**config.mk**
```make
export PLATFORM = sky130hd
export DESIGN_NAME = sort_controller
export DESIGN_NICKNAME = d
export VERILOG_FILES = /design/src/rtl/sort_pkg.sv /design/src/rtl/sort_controller.sv
export SDC_FILE = /design/constraint.sdc
export NUM_CORES = 1
export LEC_CHECK = 0
export ABC_CLOCK_PERIOD_IN_PS = 1900
export CAP_MARGIN = 10
export CORE_AREA = 10 10 47 49
export CTS_CLUSTER_SIZE = 25
export DETAILED_ROUTE_END_ITERATION = 16
export DIE_AREA = 0 0 57 59
export HOLD_SLACK_MARGIN = 0.12
export PLACE_DENSITY = 0.58
export SLEW_MARGIN = 10
export SYNTH_ARGS = -nofsm -noshare
export SYNTH_HDL_FRONTEND = slang
export SYNTH_SLANG_ARGS = --single-unit
```
**constraint.sdc**
```tcl
create_clock -name clk -period 1.9 [get_ports clk]
set_clock_uncertainty 0.2 [all_clocks]
set_input_delay 0.38 -clock clk [delete_from_list [all_inputs] [get_ports clk]]
set_output_delay 0.38 -clock clk [all_outputs]
set_load 0.005 [all_outputs]
```
**src/rtl/sort_pkg.sv**
```systemverilog
// Shared state encoding and fixed geometry for the 16-word selection-exchange sort.
package sort_pkg;

   typedef enum logic [3:0] {
      IDLE     = 4'd0,
      LOAD_A   = 4'd1,
      LOAD_B   = 4'd2,
      CMP      = 4'd3,
      SWAP_I   = 4'd4,
      SWAP_J   = 4'd5,
      RELOAD_A = 4'd6,
      NEXT_J   = 4'd7,
      NEXT_I   = 4'd8,
      DONE     = 4'd9
   } sort_state_t;

   localparam int SORT_K          = 16;
   localparam int SORT_CYC_NOSWAP = 391;
   localparam int SORT_SWAP_CYC   = 3;

endpackage

```
**src/rtl/sort_controller.sv**
```systemverilog
// Moore control FSM sequencing the in-place RAM sort datapath (ascending, 16 words).
//
// state    | meaning
// ---------+-----------------------------------------------------------
// IDLE     | waiting for start; holds counter i at 0
// LOAD_A   | A <= RAM[i], j <= i+1
// LOAD_B   | B <= RAM[j]
// CMP      | decide on swap from AgtB
// SWAP_I   | RAM[i] <= B
// SWAP_J   | RAM[j] <= A (old RAM[i])
// RELOAD_A | A <= RAM[i] (new minimum candidate)
// NEXT_J   | advance j or finish inner pass
// NEXT_I   | advance i or finish sort
// DONE     | sort complete; waits for start to drop
module sort_controller
   import sort_pkg::*;
(
   input  logic clk,
   input  logic rst,
   input  logic start,
   input  logic zi,
   input  logic zj,
   input  logic AgtB,
   output logic Li,
   output logic Ei,
   output logic Lj,
   output logic Ej,
   output logic EA,
   output logic EB,
   output logic Csel,
   output logic Bout,
   output logic Wr,
   output logic busy,
   output logic done
);

   sort_state_t state_q, state_d;

   always_ff @(posedge clk or negedge rst) begin
      if (!rst) state_q <= IDLE;
      else      state_q <= state_d;
   end

   always_comb begin
      state_d = IDLE;
      case (state_q)
         IDLE:     state_d = start ? LOAD_A : IDLE;
         LOAD_A:   state_d = LOAD_B;
         LOAD_B:   state_d = CMP;
         CMP:      state_d = AgtB ? SWAP_I : NEXT_J;
         SWAP_I:   state_d = SWAP_J;
         SWAP_J:   state_d = RELOAD_A;
         RELOAD_A: state_d = NEXT_J;
         NEXT_J:   state_d = zj ? NEXT_I : LOAD_B;
         NEXT_I:   state_d = zi ? DONE : LOAD_A;
         DONE:     state_d = start ? DONE : IDLE;
         default:  state_d = IDLE;
      endcase
      // Dropping start aborts from any working state; RAM is left as-is.
      if (!start && state_q != IDLE && state_q != DONE) state_d = IDLE;
   end

   always_comb begin
      Li   = 1'b0;
      Ei   = 1'b0;
      Lj   = 1'b0;
      Ej   = 1'b0;
      EA   = 1'b0;
      EB   = 1'b0;
      Csel = 1'b0;
      Bout = 1'b0;
      Wr   = 1'b0;
      busy = 1'b0;
      done = 1'b0;
      case (state_q)
         IDLE:     Li = 1'b1;
         LOAD_A:   begin busy = 1'b1; EA = 1'b1; Lj = 1'b1; end
         LOAD_B:   begin busy = 1'b1; EB = 1'b1; Csel = 1'b1; end
         CMP:      busy = 1'b1;
         SWAP_I:   begin busy = 1'b1; Bout = 1'b1; Wr = 1'b1; end
         SWAP_J:   begin busy = 1'b1; Csel = 1'b1; Wr = 1'b1; end
         RELOAD_A: begin busy = 1'b1; EA = 1'b1; end
         // Increment strobes are suppressed at the terminal count so the counters never wrap.
         NEXT_J:   begin busy = 1'b1; Ej = ~zj; end
         NEXT_I:   begin busy = 1'b1; Ei = ~zi; end
         DONE:     done = 1'b1;
         default:  ;
      endcase
   end

endmodule

```
* Yosys cells after proc, flatten, opt, wreduce, memory -nomap -nowiden
Cells that the tools add are included.
** Operators by class
- Reductions and logical operators :: 9
- Bitwise logic cells :: 2
- Muxes and demuxes :: 18
- Equal/unequal tests :: 10
** Operators with widths (count)
- $pmux 4 s10 :: 1
- $eq 4x3->1 const B :: 4
- $mux 4 :: 4
- $mux 1 :: 12
- $eq 4x2->1 const B :: 2
- $eq 4x4->1 const B :: 2
- $reduce_or 8->1 :: 1
- $reduce_or 2->1 :: 3
- $eq 4x1->1 const B :: 1
- $logic_not 4->1 :: 1
- $ne 4x4->1 const B :: 1
- $reduce_bool 4->1 :: 1
- $logic_and 1x1->1 :: 2
- $mux 2 :: 1
- $not 1->1 :: 2
- $logic_not 1->1 :: 1
** Word-level totals
- Register bits after elaboration :: 4
- Bits of input ports :: 6
- Logic and storage cells :: 40

* Longest topological paths before layout
Gate-level depths: netlist of run 1.
- Depth in word-level cells :: 4
- Depth in mapped cells :: 4
- Depth with buffers taken out :: 2

* Worst setup path before layout of run 1
No wires, ideal clock.
- Path type :: register to output
- Start :: register state_q[1]
- End :: output port EA
- Cell stages (with the launch flop) :: 4
- Buffers on the path :: 1
- Arrival :: 1013 ps
- Slack :: 307 ps
- Required time :: 1320 ps
- Path through :: dfrtp_1 -> buf_2 -> or3b_1 -> a21oi_1
** Between the ends
- Cells in the longest elaborated chain, start to end :: 3
** RTL lines
- start, declared :: line sort_controller.sv:37 : sort_state_t state_q, state_d;
- start signal, assigned :: line sort_controller.sv:41 : else state_q <= state_d;
- $eq 4x3->1 / $eq 4x1->1 (equally long branches) :: line sort_controller.sv:75 : case (state_q)
- $reduce_or 2->1 (no source line) *
- $mux 1 * :: line sort_controller.sv:75
- end, declared :: line sort_controller.sv:28 : output logic EA,
Every way passes the cells marked *; elsewhere a longest branch is shown, timed or not.

* Worst setup path in the final report of run 1
- Start :: register state_q[2]
- End :: output port Csel
** Between the ends
- Cells in the longest elaborated chain, start to end :: 3
** RTL lines
- $eq 4x3->1 / $eq 4x2->1 (equally long branches) :: line sort_controller.sv:75
- $reduce_or 2->1 (no source line) *
- $mux 1 * :: line sort_controller.sv:75
- end, declared :: line sort_controller.sv:30 : output logic Csel,
Marked as above.

==> results_dict.tcl, run 1 <==
set metrics [dict create \
    dr.pass1.iters 4 \
    worstPathRequired_ns 1.32 \
    clkLatencyLatePin_ns 0.23 \
    m1WireLength_microns 493 \
    syn_area_sq_um 374 \
    p_sw_w 0.000104 \
    syn2layout_area_growth_pct 109 \
    synth_seq_cells 4 \
    relSlewSlack_pct 81.1 \
    post-dp-hpwl_microns 869 \
    synthArstFlopShare_pct 100 \
    vias_per_cell 4.92 \
    fmax_ghz 0.505 \
    maxSlewViolCount 0 \
    die_w_microns 57 \
    critical_path_class "flip-flop to primary output" \
    cts_buffers 3 \
    synthSimpleGateAreaFrac_pct 43.1 \
    first_global_vias 508 \
    p_seq_share_pct 26.5 \
    path_buf_inv 2 \
    synth-edff-count 0 \
    ys_types 22 \
    clockPowerShare_pct 27.2 \
    top_layer_used "met3" \
    power_frac_comb_pct 46.3 \
    muxShareOfSynthArea_pct 3.01 \
    placementRows 14 \
    swShare_pct 28.0 \
    status "complete, but fails checks" \
    die-area_sq_um 3360 \
    synth-xor-area-share_pct 0 \
    cts.clk_slew.worst_paths_ns 0.03 \
    synth_top_family_by_area "simple AND/OR/NAND/NOR gates" \
    finalPower_w 0.000371 \
    grt-ovfl-total 0 \
    critPathMaxFanout 3 \
    routed_wl_mm 1.37 \
    core_area_sq_um 1400 \
    drive_above_1_share_pct 63.0 \
    maxCapViolCount 0 \
    yosysSeqAreaShare_pct 26.8 \
    crit_family "flip-flops" \
    synth_fa_ha_area_share_pct 0 \
    cts_tree "done" \
    antenna_found_initial 0 \
    grt_max_degree 8 \
    met2_length_microns 772 \
    worstPathCellList "buf_4 -> or3b_4 -> a21oi_2 -> buf_2" \
    fin_crit_ns 1.98 \
    grt_pass1_wl_mm 2.21 \
    cp_slowest_cell "dfrtp_1" \
    biggestRegsByFlops "state_q: 4 flops" \
    holdWs_ns 0.162 \
    tightest_slew_ns 0.279 \
    start_util_pct 26.7 \
    cp.arrival_ns 1.40 \
    htreeDepth 1 \
    largest_register_ff_count 4 \
    wl_met3_microns 105 \
    synthTopCellsByArea "dfrtp_1, nand2b_1, nand3b_1" \
    holdBufCountCts 0 \
    rsz0062_at_grt "true" \
    yosys_warnings 0 \
    avgRoutedWirePerCell_microns 14.1 \
    syn_inst 43 \
    fin_crit_sh_pct 104 \
    syn_nets 49 \
    final_hold_viol_count 0 \
    drc 0 \
    clockRootBuffer "clkbuf_4" \
    syn_area_per_cell_sq_um 8.70 \
    synth_top_area_cell "dfrtp_1" \
    hp-class "input pin to asynchronous set/reset pin" \
    cp_slowest_stage_delay_ns 0.40 \
    fillCellCount 135 \
    final_nets 89 \
    place_congestion 0.707 \
    cts_buffer_depth 2 \
    fin_util_pct 55.7 \
    clock-sinks 4 \
    synthTopCellsByCount "nor2_1, dfrtp_1, nand2b_1" \
    synth-compound-area-share_pct 18.1 \
    drt_iter0_markers 2 \
    netlist.area_leader.share_pct 26.8 \
    p_per_area_nw_per_um2 475 \
    fp.dieH_microns 59 \
    num_io_pins 17 \
    top_register "state_q" \
    synthFlopType "dfrtp_1" \
    post-route-worst-setup-slack_ns -0.0818 \
    detail-route-antenna-nets 0 \
    synth_most_common_cell "nor2_1" \
    n_antenna_cell 0 \
    grtUsageTotal_pct 7.97 \
    worst_setup_path_end_kind "primary output" \
    io_buffers 16 \
    p_int_w 0.000267 \
    vdd_drop_max_mv 0.262 \
    violations "setup timing" \
    vias 477 \
    crit_path_start_kind "flip-flop" \
    cellLeakagePower_nw 0.390 \
    setup_viol_count_final 4 \
]
-- stage by stage --
step | instances | setup TNS, ns | setup WS [ns] | instance area [sq um]
2_1_floorplan | 43 | 0 | 0.307 | 374
3_3_place_gp | 86 | -1.18 | -0.239 | 641
3_5_place_dp | 86 | -1.23 | -0.272 | 641
4_1_cts | 94 | -0.240 | -0.197 | 718
5_1_grt | 97 | -0.579 | -0.145 | 781
6_report | 97 | -0.207 | -0.0818 | 781
-- kinds of logic after synthesis --
kind of cell | count (synthesis)
DFF | 4
AOI/OAI and AO/OA | 9
and+or+nand+nor | 24
buffers and inverters | 5
muxes | 1
-- final cells by class --
type	instances	area [sq um]	share of cell area (%)
tap	16	20.0	2.56
clock buffer	3	22.5	2.88
timing repair buffer	40	323	41.3
sequential	4	101	13.0
multi-input combinational	34	314	40.2
-- metal layers --
metal | GRT usage, % | vias to the layer above
met4 | 3.69 | 0
met3 | 3.65 | 0
met1 | 6.33 | 227
met5 | 0 | -
met2 | 16.0 | 13
li1 | - | 237
-- cell usage in the layout (no fill, tap or decap) --
cell,Yosys,routed
a211oi_1,1,1
a21bo_1,1,1
a21o_1,1,1
a21oi_1,3,1
a21oi_2,0,2
and2_4,0,1
and4b_1,1,1
buf_2,3,9
buf_4,1,14
buf_6,1,10
clkbuf_2,0,2
clkbuf_4,0,3
clkdlybuf4s50_1,0,5
dfrtp_1,4,3
dfrtp_2,0,1
mux2_1,1,1
nand2b_1,4,3
nand2b_4,0,1
nand3b_1,3,3
nor2_1,5,5
nor3_2,0,2
nor3b_1,2,1
nor3b_4,0,1
nor4_2,1,1
nor4_4,0,1
nor4b_1,2,1
nor4b_4,0,1
o211a_1,1,1
o31a_1,2,2
or3b_4,0,2
-- power by group through the flow --
stage | clock (W) | combinational [W] | sequential (W)
3_5_place_dp | 0 | 0.000130 | 0.0000989
3_3_place_gp | 0 | 0.000130 | 0.0000989
5_1_grt | 0.000110 | 0.000185 | 0.0000992
6_report | 0.000101 | 0.000172 | 0.0000983
2_1_floorplan | 0 | 0.0000560 | 0.0000959
4_1_cts | 0.000107 | 0.000145 | 0.0000969
-- what timing repair did --
action | CTS | global route
pin swaps | 2 | 8
gates cloned | 0 | 0
endpoints found under the setup margin | 11 | 10
buffers inserted | 5 | 4
resized for setup | 45 | 23
-- worst paths after layout --
| kind | start | end | slack [ns] | depth (start not counted) |
|---|---|---|---|---|
| worst max-delay path | state_q[2]$_DFF_PN0_ | Csel | -0.08 | 4 |
| worst min-delay path | rst | state_q[2]$_DFF_PN0_ | 0.16 | 1 |
| worst max register to register | state_q[2]$_DFF_PN0_ | state_q[1]$_DFF_PN0_ | 0.28 | 5 |
| worst min register to register | state_q[3]$_DFF_PN0_ | state_q[2]$_DFF_PN0_ | 0.52 | 3 |
| max in group asynchronous | rst | state_q[0]$_DFF_PN0_ | 1.14 | 1 |
| min in group clk | state_q[3]$_DFF_PN0_ | state_q[2]$_DFF_PN0_ | 0.52 | 3 |
No activity file was read; power rests on OpenSTA's default activity.
==> run 2, diff against run 1 <==
CTS_CLUSTER_DIAMETER = 80   (was default)
==> results of run 2 <==
Final layout, timing and power as in run 1 (identical DEF).
